--- config.mk ---
export PLATFORM = sky130hd
export DESIGN_NAME = mem_sram_ctrl
export DESIGN_NICKNAME = d
export VERILOG_FILES = /design/src/rtl/mem_sram_ctrl_pkg.sv /design/src/rtl/mem_sram_ctrl_wait.sv /design/src/rtl/mem_sram_ctrl.sv
export SDC_FILE = /design/constraint.sdc
export NUM_CORES = 1
export LEC_CHECK = 0
export ABC_CLOCK_PERIOD_IN_PS = 2200
export CAP_MARGIN = 40
export CORE_MARGIN = 1
export CORE_UTILIZATION = 40
export CTS_CLUSTER_DIAMETER = 60
export DETAILED_ROUTE_END_ITERATION = 16
export GPL_TIMING_DRIVEN = 0
export PLACE_DENSITY = 0.92
export SYNTH_ARGS = -nofsm -noshare
export SYNTH_HDL_FRONTEND = slang
export SYNTH_SLANG_ARGS = --single-unit
export TNS_END_PERCENT = 10
--- constraint.sdc ---
create_clock -name clk -period 2.2 [get_ports clk]
set_input_delay 0.22 -clock clk [delete_from_list [all_inputs] [get_ports clk]]
set_output_delay 0.22 -clock clk [all_outputs]
set_load 0.01 [all_outputs]
--- src/rtl/mem_sram_ctrl_pkg.sv ---
// Shared types and constants for the data-memory SRAM controller.
// Optional address range check enabled by defining SRAM_ADDR_CHECK_EN.
package mem_sram_ctrl_pkg;

   localparam logic [31:0] BASE_ADDR_DEF = 32'd1024;
   localparam int SRAM_AW = 17;
   localparam int SRAM_DW = 32;
   localparam int CNT_W   = 4;

   typedef enum logic [1:0] {
      IDLE,
      ACCESS,
      DONE
   } state_t;

endpackage

--- src/rtl/mem_sram_ctrl_wait.sv ---
// Access-length counter: cleared on entry, terminal count on the last
// ACCESS cycle.
module sram_wait_counter
   import mem_sram_ctrl_pkg::*;
#(
   parameter int unsigned WAIT_CYCLES = 5
) (
   input  logic clk_i,
   input  logic rst_ni,
   input  logic clr_i,
   input  logic en_i,
   output logic tc_o
);

   localparam logic [CNT_W-1:0] LAST = CNT_W'(WAIT_CYCLES - 1);

   logic [CNT_W-1:0] cnt_q, cnt_d;

   assign tc_o = (cnt_q == LAST);

   always_comb begin
      cnt_d = cnt_q;
      if (clr_i)
         cnt_d = '0;
      else if (en_i && !tc_o)
         cnt_d = cnt_q + 1'b1;
   end

   always_ff @(posedge clk_i or negedge rst_ni) begin
      if (!rst_ni)
         cnt_q <= '0;
      else
         cnt_q <= cnt_d;
   end

endmodule

--- src/rtl/mem_sram_ctrl.sv ---
// Multi-cycle SRAM controller that freezes the pipeline via ready.
// Define SRAM_ADDR_CHECK_EN to reject out-of-range addresses.
module mem_sram_ctrl
   import mem_sram_ctrl_pkg::*;
#(
   parameter int unsigned WAIT_CYCLES = 5,
   parameter logic [31:0] BASE_ADDR   = BASE_ADDR_DEF
) (
   input  logic               clk,
   input  logic               rst,
   input  logic               wr_en,
   input  logic               rd_en,
   input  logic [31:0]        address,
   input  logic [31:0]        write_data,
   output logic [31:0]        read_data,
   output logic               ready,
   output logic [SRAM_AW-1:0] sram_addr,
   output logic               sram_we_n,
   output logic [SRAM_DW-1:0] sram_dq_out,
   output logic               sram_dq_oe,
   input  logic [SRAM_DW-1:0] sram_dq_in,
   output logic               addr_err
);

   state_t             state_q, state_d;
   logic               wr_q, wr_d;
   logic [SRAM_AW-1:0] addr_q, addr_d;
   logic [SRAM_DW-1:0] wdata_q, wdata_d;
   logic [SRAM_DW-1:0] rdata_q, rdata_d;
   logic [31:0]        offset;
   logic               req, bad, tc, cnt_clr, cnt_en;
   logic               unused_ok;

   assign offset    = address - BASE_ADDR;
   assign req       = wr_en | rd_en;
   assign unused_ok = ^{offset[1:0], offset[31:SRAM_AW+2]};

`ifdef SRAM_ADDR_CHECK_EN
   logic err_q, err_d;

   assign bad   = (address < BASE_ADDR) || (offset[31:19] != '0);
   assign err_d = (state_q == IDLE) && req && bad;

   always_ff @(posedge clk or negedge rst) begin
      if (!rst)
         err_q <= 1'b0;
      else
         err_q <= err_d;
   end

   assign addr_err = err_q;
`else
   assign bad      = 1'b0;
   assign addr_err = 1'b0;
`endif

   sram_wait_counter #(
      .WAIT_CYCLES(WAIT_CYCLES)
   ) u_wait (
      .clk_i (clk),
      .rst_ni(rst),
      .clr_i (cnt_clr),
      .en_i  (cnt_en),
      .tc_o  (tc)
   );

   always_comb begin
      state_d     = state_q;
      wr_d        = wr_q;
      addr_d      = addr_q;
      wdata_d     = wdata_q;
      rdata_d     = rdata_q;
      cnt_clr     = 1'b0;
      cnt_en      = 1'b0;
      ready       = 1'b0;
      sram_we_n   = 1'b1;
      sram_dq_oe  = 1'b0;
      sram_dq_out = '0;
      unique case (state_q)
         IDLE: begin
            cnt_clr = 1'b1;
            ready   = !req;
            if (req) begin
               wr_d    = wr_en;
               addr_d  = offset[SRAM_AW+1:2];
               wdata_d = write_data;
               state_d = bad ? DONE : ACCESS;
            end
         end
         ACCESS: begin
            cnt_en = 1'b1;
            if (wr_q) begin
               sram_dq_oe  = 1'b1;
               sram_dq_out = wdata_q;
               // strobe rises one cycle early so data holds past WE#
               sram_we_n   = tc && (WAIT_CYCLES != 1);
            end
            if (tc) begin
               state_d = DONE;
               if (!wr_q)
                  rdata_d = sram_dq_in;
            end
         end
         DONE: begin
            ready   = 1'b1;
            state_d = IDLE;
         end
         default: state_d = IDLE;
      endcase
   end

   always_ff @(posedge clk or negedge rst) begin
      if (!rst) begin
         state_q <= IDLE;
         wr_q    <= 1'b0;
         addr_q  <= '0;
         wdata_q <= '0;
         rdata_q <= '0;
      end else begin
         state_q <= state_d;
         wr_q    <= wr_d;
         addr_q  <= addr_d;
         wdata_q <= wdata_d;
         rdata_q <= rdata_d;
      end
   end

   assign read_data = rdata_q;
   assign sram_addr = addr_q;

endmodule

=== Yosys cells after proc, flatten, opt, wreduce, memory -nomap -nowiden ===
Cells that the tools add are included.

* Reduce and logical (&&, ||, !) cells: 8
* Bitwise logic cells: 2
* Equal/unequal tests: 5
* Add/subtract/negate cells: 2
* Multiplexer cells: 14

{| class="wikitable"
|+ Operator list
! cell !! number
|-
| 32-bit 2-to-1 mux || 2
|-
| 19-bit by 11-bit subtractor with 19-bit output (second input constant) || 1
|-
| 4-bit 2-to-1 mux || 2
|-
| 1-bit 2-to-1 mux || 6
|-
| 4-bit by 1-bit adder with 4-bit output (second input constant) || 1
|-
| 4-bit by 3-bit == test with 1-bit output (second input constant) || 1
|-
| 2-bit 2-to-1 mux || 2
|-
| 2-bit one-hot mux with 2 select lines || 1
|-
| 2-bit AND reduction || 2
|-
| 3-bit AND reduction || 1
|-
| 2-bit by 1-bit == test with 1-bit output (second input constant) || 1
|-
| 2-bit == test (second input constant) || 1
|-
| 1-bit zero test || 2
|-
| 2-bit zero test || 1
|-
| 2-bit by 1-bit != test with 1-bit output (second input constant) || 1
|-
| 2-bit != test (second input constant) || 1
|-
| 1-bit one-hot mux with 2 select lines || 1
|-
| 2-bit nonzero test || 1
|-
| 1-bit logical AND || 1
|-
| 1-bit inverter || 1
|-
| 1-bit bitwise OR || 1
|}

* Input port bits: 100
* Logic and storage cells: 37
* Bits in registers: 88

=== Logic depth before layout (Yosys ltp) ===
* Word-level depth: 5
* Depth in mapped cells: 6
* Mapped depth without buffers: 5

=== By module ===
Synthesis repeated with hierarchy kept, for this count alone.

* Cell total of the unflattened synthesis: 280
* Area total of the unflattened synthesis: 3769.9 µm²

{| class="wikitable"
|+ Modules (own cells, without submodules)
! module !! area an instance (µm²) !! cells an instance !! instances
|-
| mem_sram_ctrl || 3535.9 || 256 || 1
|-
| sram_wait_counter || 234.0 || 24 || 1
|}

=== Worst setup path before layout ===
Ideal clock, no wire load.

* Path type: reg2reg
* Start point: register u_wait.cnt_q[0]
* End point: register rdata_q[10], in the netlist read_data[10]
* Path slack: 0.528 ns
* Required time: 2.075 ns
* Cell stages (with the launch flop): 7
* Arrival: 1.547 ns
* Clock period less this slack: 1.672 ns
* Buffers on the path: 1
* Cells stage by stage: dfrtp_1 inv_1 ha_1 nand3b_1 nor3_2 buf_4 mux2_2

* Word-level cells in the longest chain between the ends: 2

{| class="wikitable"
|+ RTL lines
! item !! RTL line !! RTL
|-
| from (decl) || mem_sram_ctrl_wait.sv:17 || <nowiki>logic [CNT_W-1:0] cnt_q, cnt_d;</nowiki>
|-
| from (signal assigned) || mem_sram_ctrl_wait.sv:33 || <nowiki>cnt_q <= cnt_d;</nowiki>
|-
| 4-bit by 3-bit == test with 1-bit output || mem_sram_ctrl_wait.sv:19 || <nowiki>assign tc_o = (cnt_q == LAST);</nowiki>
|-
| 3-bit AND reduction (no line) || - ||
|-
| to (signal assigned) || mem_sram_ctrl.sv:124 || <nowiki>rdata_q <= rdata_d;</nowiki>
|-
| to (decl) || mem_sram_ctrl.sv:29 || <nowiki>logic [SRAM_DW-1:0] rdata_q, rdata_d;</nowiki>
|}

No other way between the ends.
A chain may end at the register's enable or synchronous reset.

=== Worst setup path in the final report ===
* Start point: register u_wait.cnt_q[0]
* End point: output port sram_we_n

* Word-level cells in the longest chain between the ends: 3

{| class="wikitable"
|+ RTL lines
! item !! RTL line !! RTL
|-
| 4-bit by 3-bit == test with 1-bit output || mem_sram_ctrl_wait.sv:19 ||
|-
| 1-bit 2-to-1 mux || mem_sram_ctrl.sv:92 || <nowiki>if (wr_q) begin</nowiki>
|-
| 1-bit 2-to-1 mux || mem_sram_ctrl.sv:79 || <nowiki>unique case (state_q)</nowiki>
|-
| to (decl) || mem_sram_ctrl.sv:18 || <nowiki>output logic sram_we_n,</nowiki>
|}

No other way between the ends.

==> flow_metrics.py <==
metrics = {
    "logic_synthesis": {
        "synth_seq_cells": 88,
        "ys.flop_type": "dfrtp_1",
        "synth_cells": 283,
        "synthArstFlopShare": 1.00,
        "synth_edf_count": 0,
        "seq_area_frac_synth": 0.586,
        "yosysMostFrequentCell": "dfrtp_1",
        "synth_area_um2": 3760,
        "syn_nets": 386,
        "synth_top_cells_by_area": "dfrtp_1, mux2_2, and3_1, buf_4, o21ai_0",
        "ys_top_cells_by_count": "dfrtp_1, mux2_2, and3_1, o21ai_0, buf_4",
        "synth_cell_type_count": 35,
        "syn_area_per_cell_um2": 13.3,
        "yosysTopAreaCellShare": 0.586,
        "yosys.area.top_type": "dfrtp_1",
        "ys_warn_count": 0,
    },
    "routing": {
        "ant_nets": 0,
        "wl_per_cell_um": 16.0,
        "via_count": 2910,
        "drt-initial-drc-count": 75,
        "first_pass_iters": 4,
        "via_per_inst": 5.01,
        "drcViolationCount": 0,
        "routed_wirelength_um": 9270,
    },
    "cts": {
        "cts_buffers": 9,
        "insertion_delay_ns": 0.35,
        "cts_root_buffer": "clkbuf_8",
        "htree_levels": 3,
        "clk_pin_slew_worst_paths_ns": 0.10,
        "cts_tree": "done",
        "clock-sinks": 88,
        "clk_path_buf_depth": 2,
    },
    "global_routing": {
        "grt_remaining_overflow": 0,
        "antenna_found_initial": 0,
        "grt_max_degree": 52,
        "grt_pass1_wl_um": 15100,
        "grt_pass1_vias": 3171,
        "grt.total_usage": 0.196,
    },
    "worst_setup_path": {
        "required_ns": 1.98,
        "cp-start-kind": "flip-flop",
        "worstPathMaxFanout": 6,
        "cpPeakStageDelay_ns": 0.57,
        "cp_cell_sequence": "inv_1, ha_1, nand3b_1, nand3_1, clkdlybuf4s50_1",
        "crit_slowest_cell": "clkdlybuf4s50_1",
        "cp.arrival_ns": 1.89,
        "crit_type": "reg2out",
        "worstSetupEndpointType": "primary output",
        "r2r_slack_ns": 0.26,
    },
    "sta": {
        "maxSlewViolCount": 0,
        "skew_ns": 0.0157,
        "finalHoldViolations": 0,
        "rsz0062_at_grt": "no",
        "fmax_mhz": 475,
        "setup_viol": 0,
        "min_period_over_period": 0.957,
        "finalSetupTns_ns": 0,
        "period_minus_slack_ns": 2.11,
    },
    "cells_and_area": {
        "fillers": 722,
        "nets": 568,
        "syn2layout_area_growth_pct": 55.3,
        "drive_above_1_share": 0.236,
        "n_antenna_cell": 0,
    },
    "floorplan": {
        "io_pins": 185,
        "start_util": 0.411,
        "dieWidth_um": 99.0,
        "rows": 35,
        "die_y_um": 99.0,
        "die_area_um2": 9790,
        "core-area_um2": 9150,
    },
    "power_and_ir_drop": {
        "p_sw_uw": 2590,
        "power.share.sequential": 0.360,
        "sw_frac_of_total": 0.322,
        "powerDensity_nw_per_um2": 1380,
        "p_leak_uw": 0.00257,
        "combPwrFrac": 0.485,
        "worst_ir_drop_vdd_mv": 0.844,
        "p_clk_frac": 0.155,
        "power_uw": 8030,
        "internal_power_uw": 5450,
    },
    "worst_hold_path": {
        "min_path_type": "in2async",
    },
    "placement": {
        "portBuffers": 168,
        "hpwlAfterDp_um": 7040,
        "place_congestion": 0.728,
    },
    "run_status": {
        "status": "complete, no violations",
    },
    "flow_run": {
        "drv_cap": 0,
    },
}
[final cells by class]
cell class / count / area [um2] / share of cell area
flip-flops and latches: 88 / 2200 / 0.378
repair buffers: 171 / 1700 / 0.291
multi-input cells: 173 / 1450 / 0.248
clock buffers: 11 / 141 / 0.0242
well taps: 111 / 139 / 0.0238
plain buffers: 17 / 113 / 0.0193
clock inverters: 5 / 80.1 / 0.0137
inverters: 5 / 18.8 / 0.00321
[critical path: cells and delay by family (launching register included)]
kind / cells / cell delay [ns]
flops: 1 / 0.43
fa+ha+maj: 1 / 0.14
buf+inv: 2 / 0.65
simple gates: 2 / 0.33
[metal layers]
metal | routed length, um | vias up | share of wire | track usage
li1 | - | 1372 | - | -
met1 | 3760 | 1414 | 0.41 | 0.219
met2 | 4760 | 108 | 0.51 | 0.356
met3 | 597 | 16 | 0.064 | 0.0596
met4 | 162 | 0 | 0.017 | 0.0631
met5 | 0 | - | 0 | 0
[flip-flops by register name (all words and copies together), names as in the netlist]
name	count
sram_addr	17
read_data	32
u_wait.cnt_q	4
wr_q	1
state_q	2
wdata_q	32
[cells in the final DEF, fill, tap and decap left out, drive strengths merged]
cell and count:
nand3 4, a22o 1, a21oi 5, nand2 7, and2 1, nand3b 1
xnor2 2, dfrtp 88, o21ai 11, or4 2, bufinv 2, nor2b 1
dlygate4sd2 22, mux2i 2, dlygate4sd3 1, conb 1, or3 5, o211ai 1
nor3 2, and3 33, a31oi 5, o31ai 2, inv 5, or2 3
buf 13, clkinv 1, clkinvlp 2, mux2 72, a31o 1, ha 3
nand2b 1, or4b 1, clkdlybuf4s50 145, clkbuf 18, nor2 6
[cell families (layout without fill, tap and decap cells)]
logic type               Yosys count  after routing  synth area share
flip-flops                        88             88             0.586
multiplexers                      74             74             0.221
AND/OR/NAND/NOR                   67             67             0.107
AO/OA/AOI/OAI                     26             26            0.0403
buffers and inverters             22            209            0.0303
adder cells (fa/ha/maj)            3              3           0.00998
XOR/XNOR                           2              2           0.00466
other                              1              1          0.000997
[per-stage QoR]
stage | hold WS (ns) | util | instances | setup slack (ns) | instance area [um2]
floorplan | -0.0756 | - | 283 | 0.528 | 3760
global placement | 0.468 | 0.610 | 562 | -2.16 | 5580
detailed placement | 0.226 | 0.612 | 563 | -0.0292 | 5610
CTS | 0.384 | 0.637 | 581 | 0.0518 | 5830
global route | 0.409 | 0.638 | 581 | 0.0157 | 5840
finish | 0.372 | 0.638 | 581 | 0.0943 | 5840
[final timing paths]
path | from | endpoint | cells past startpoint
worst max-delay path | u_wait.cnt_q[0] | sram_we_n | 5
worst min-delay path | rst | read_data[30] | 2
worst max register to register | u_wait.cnt_q[0] | read_data[22] | 6
worst min register to register | sram_addr[5] | sram_addr[5] | 1
max in group asynchronous | rst | state_q[1] | 3
min in group clk | address[7] | sram_addr[5] | 2
[power groups by stage]
stage                     sequential (uW)  clock (uW)  combinational (uW)
final                                2890        1240                3900
after global routing                 3000        1350                4200
after CTS                            2900        1270                3940
after detailed placement             2930           0                4020
after global placement               2860           0                3900
after floorplan                      3040           0                1720
[repair_timing]
action,4_1_cts,5_1_grt
setup buffers,1,0
hold buffers,1,0
endpoints found under the setup margin,33,9
endpoints found under the hold margin,37,0
gates resized for setup,30,7
(Power assumes the default switching activity.)
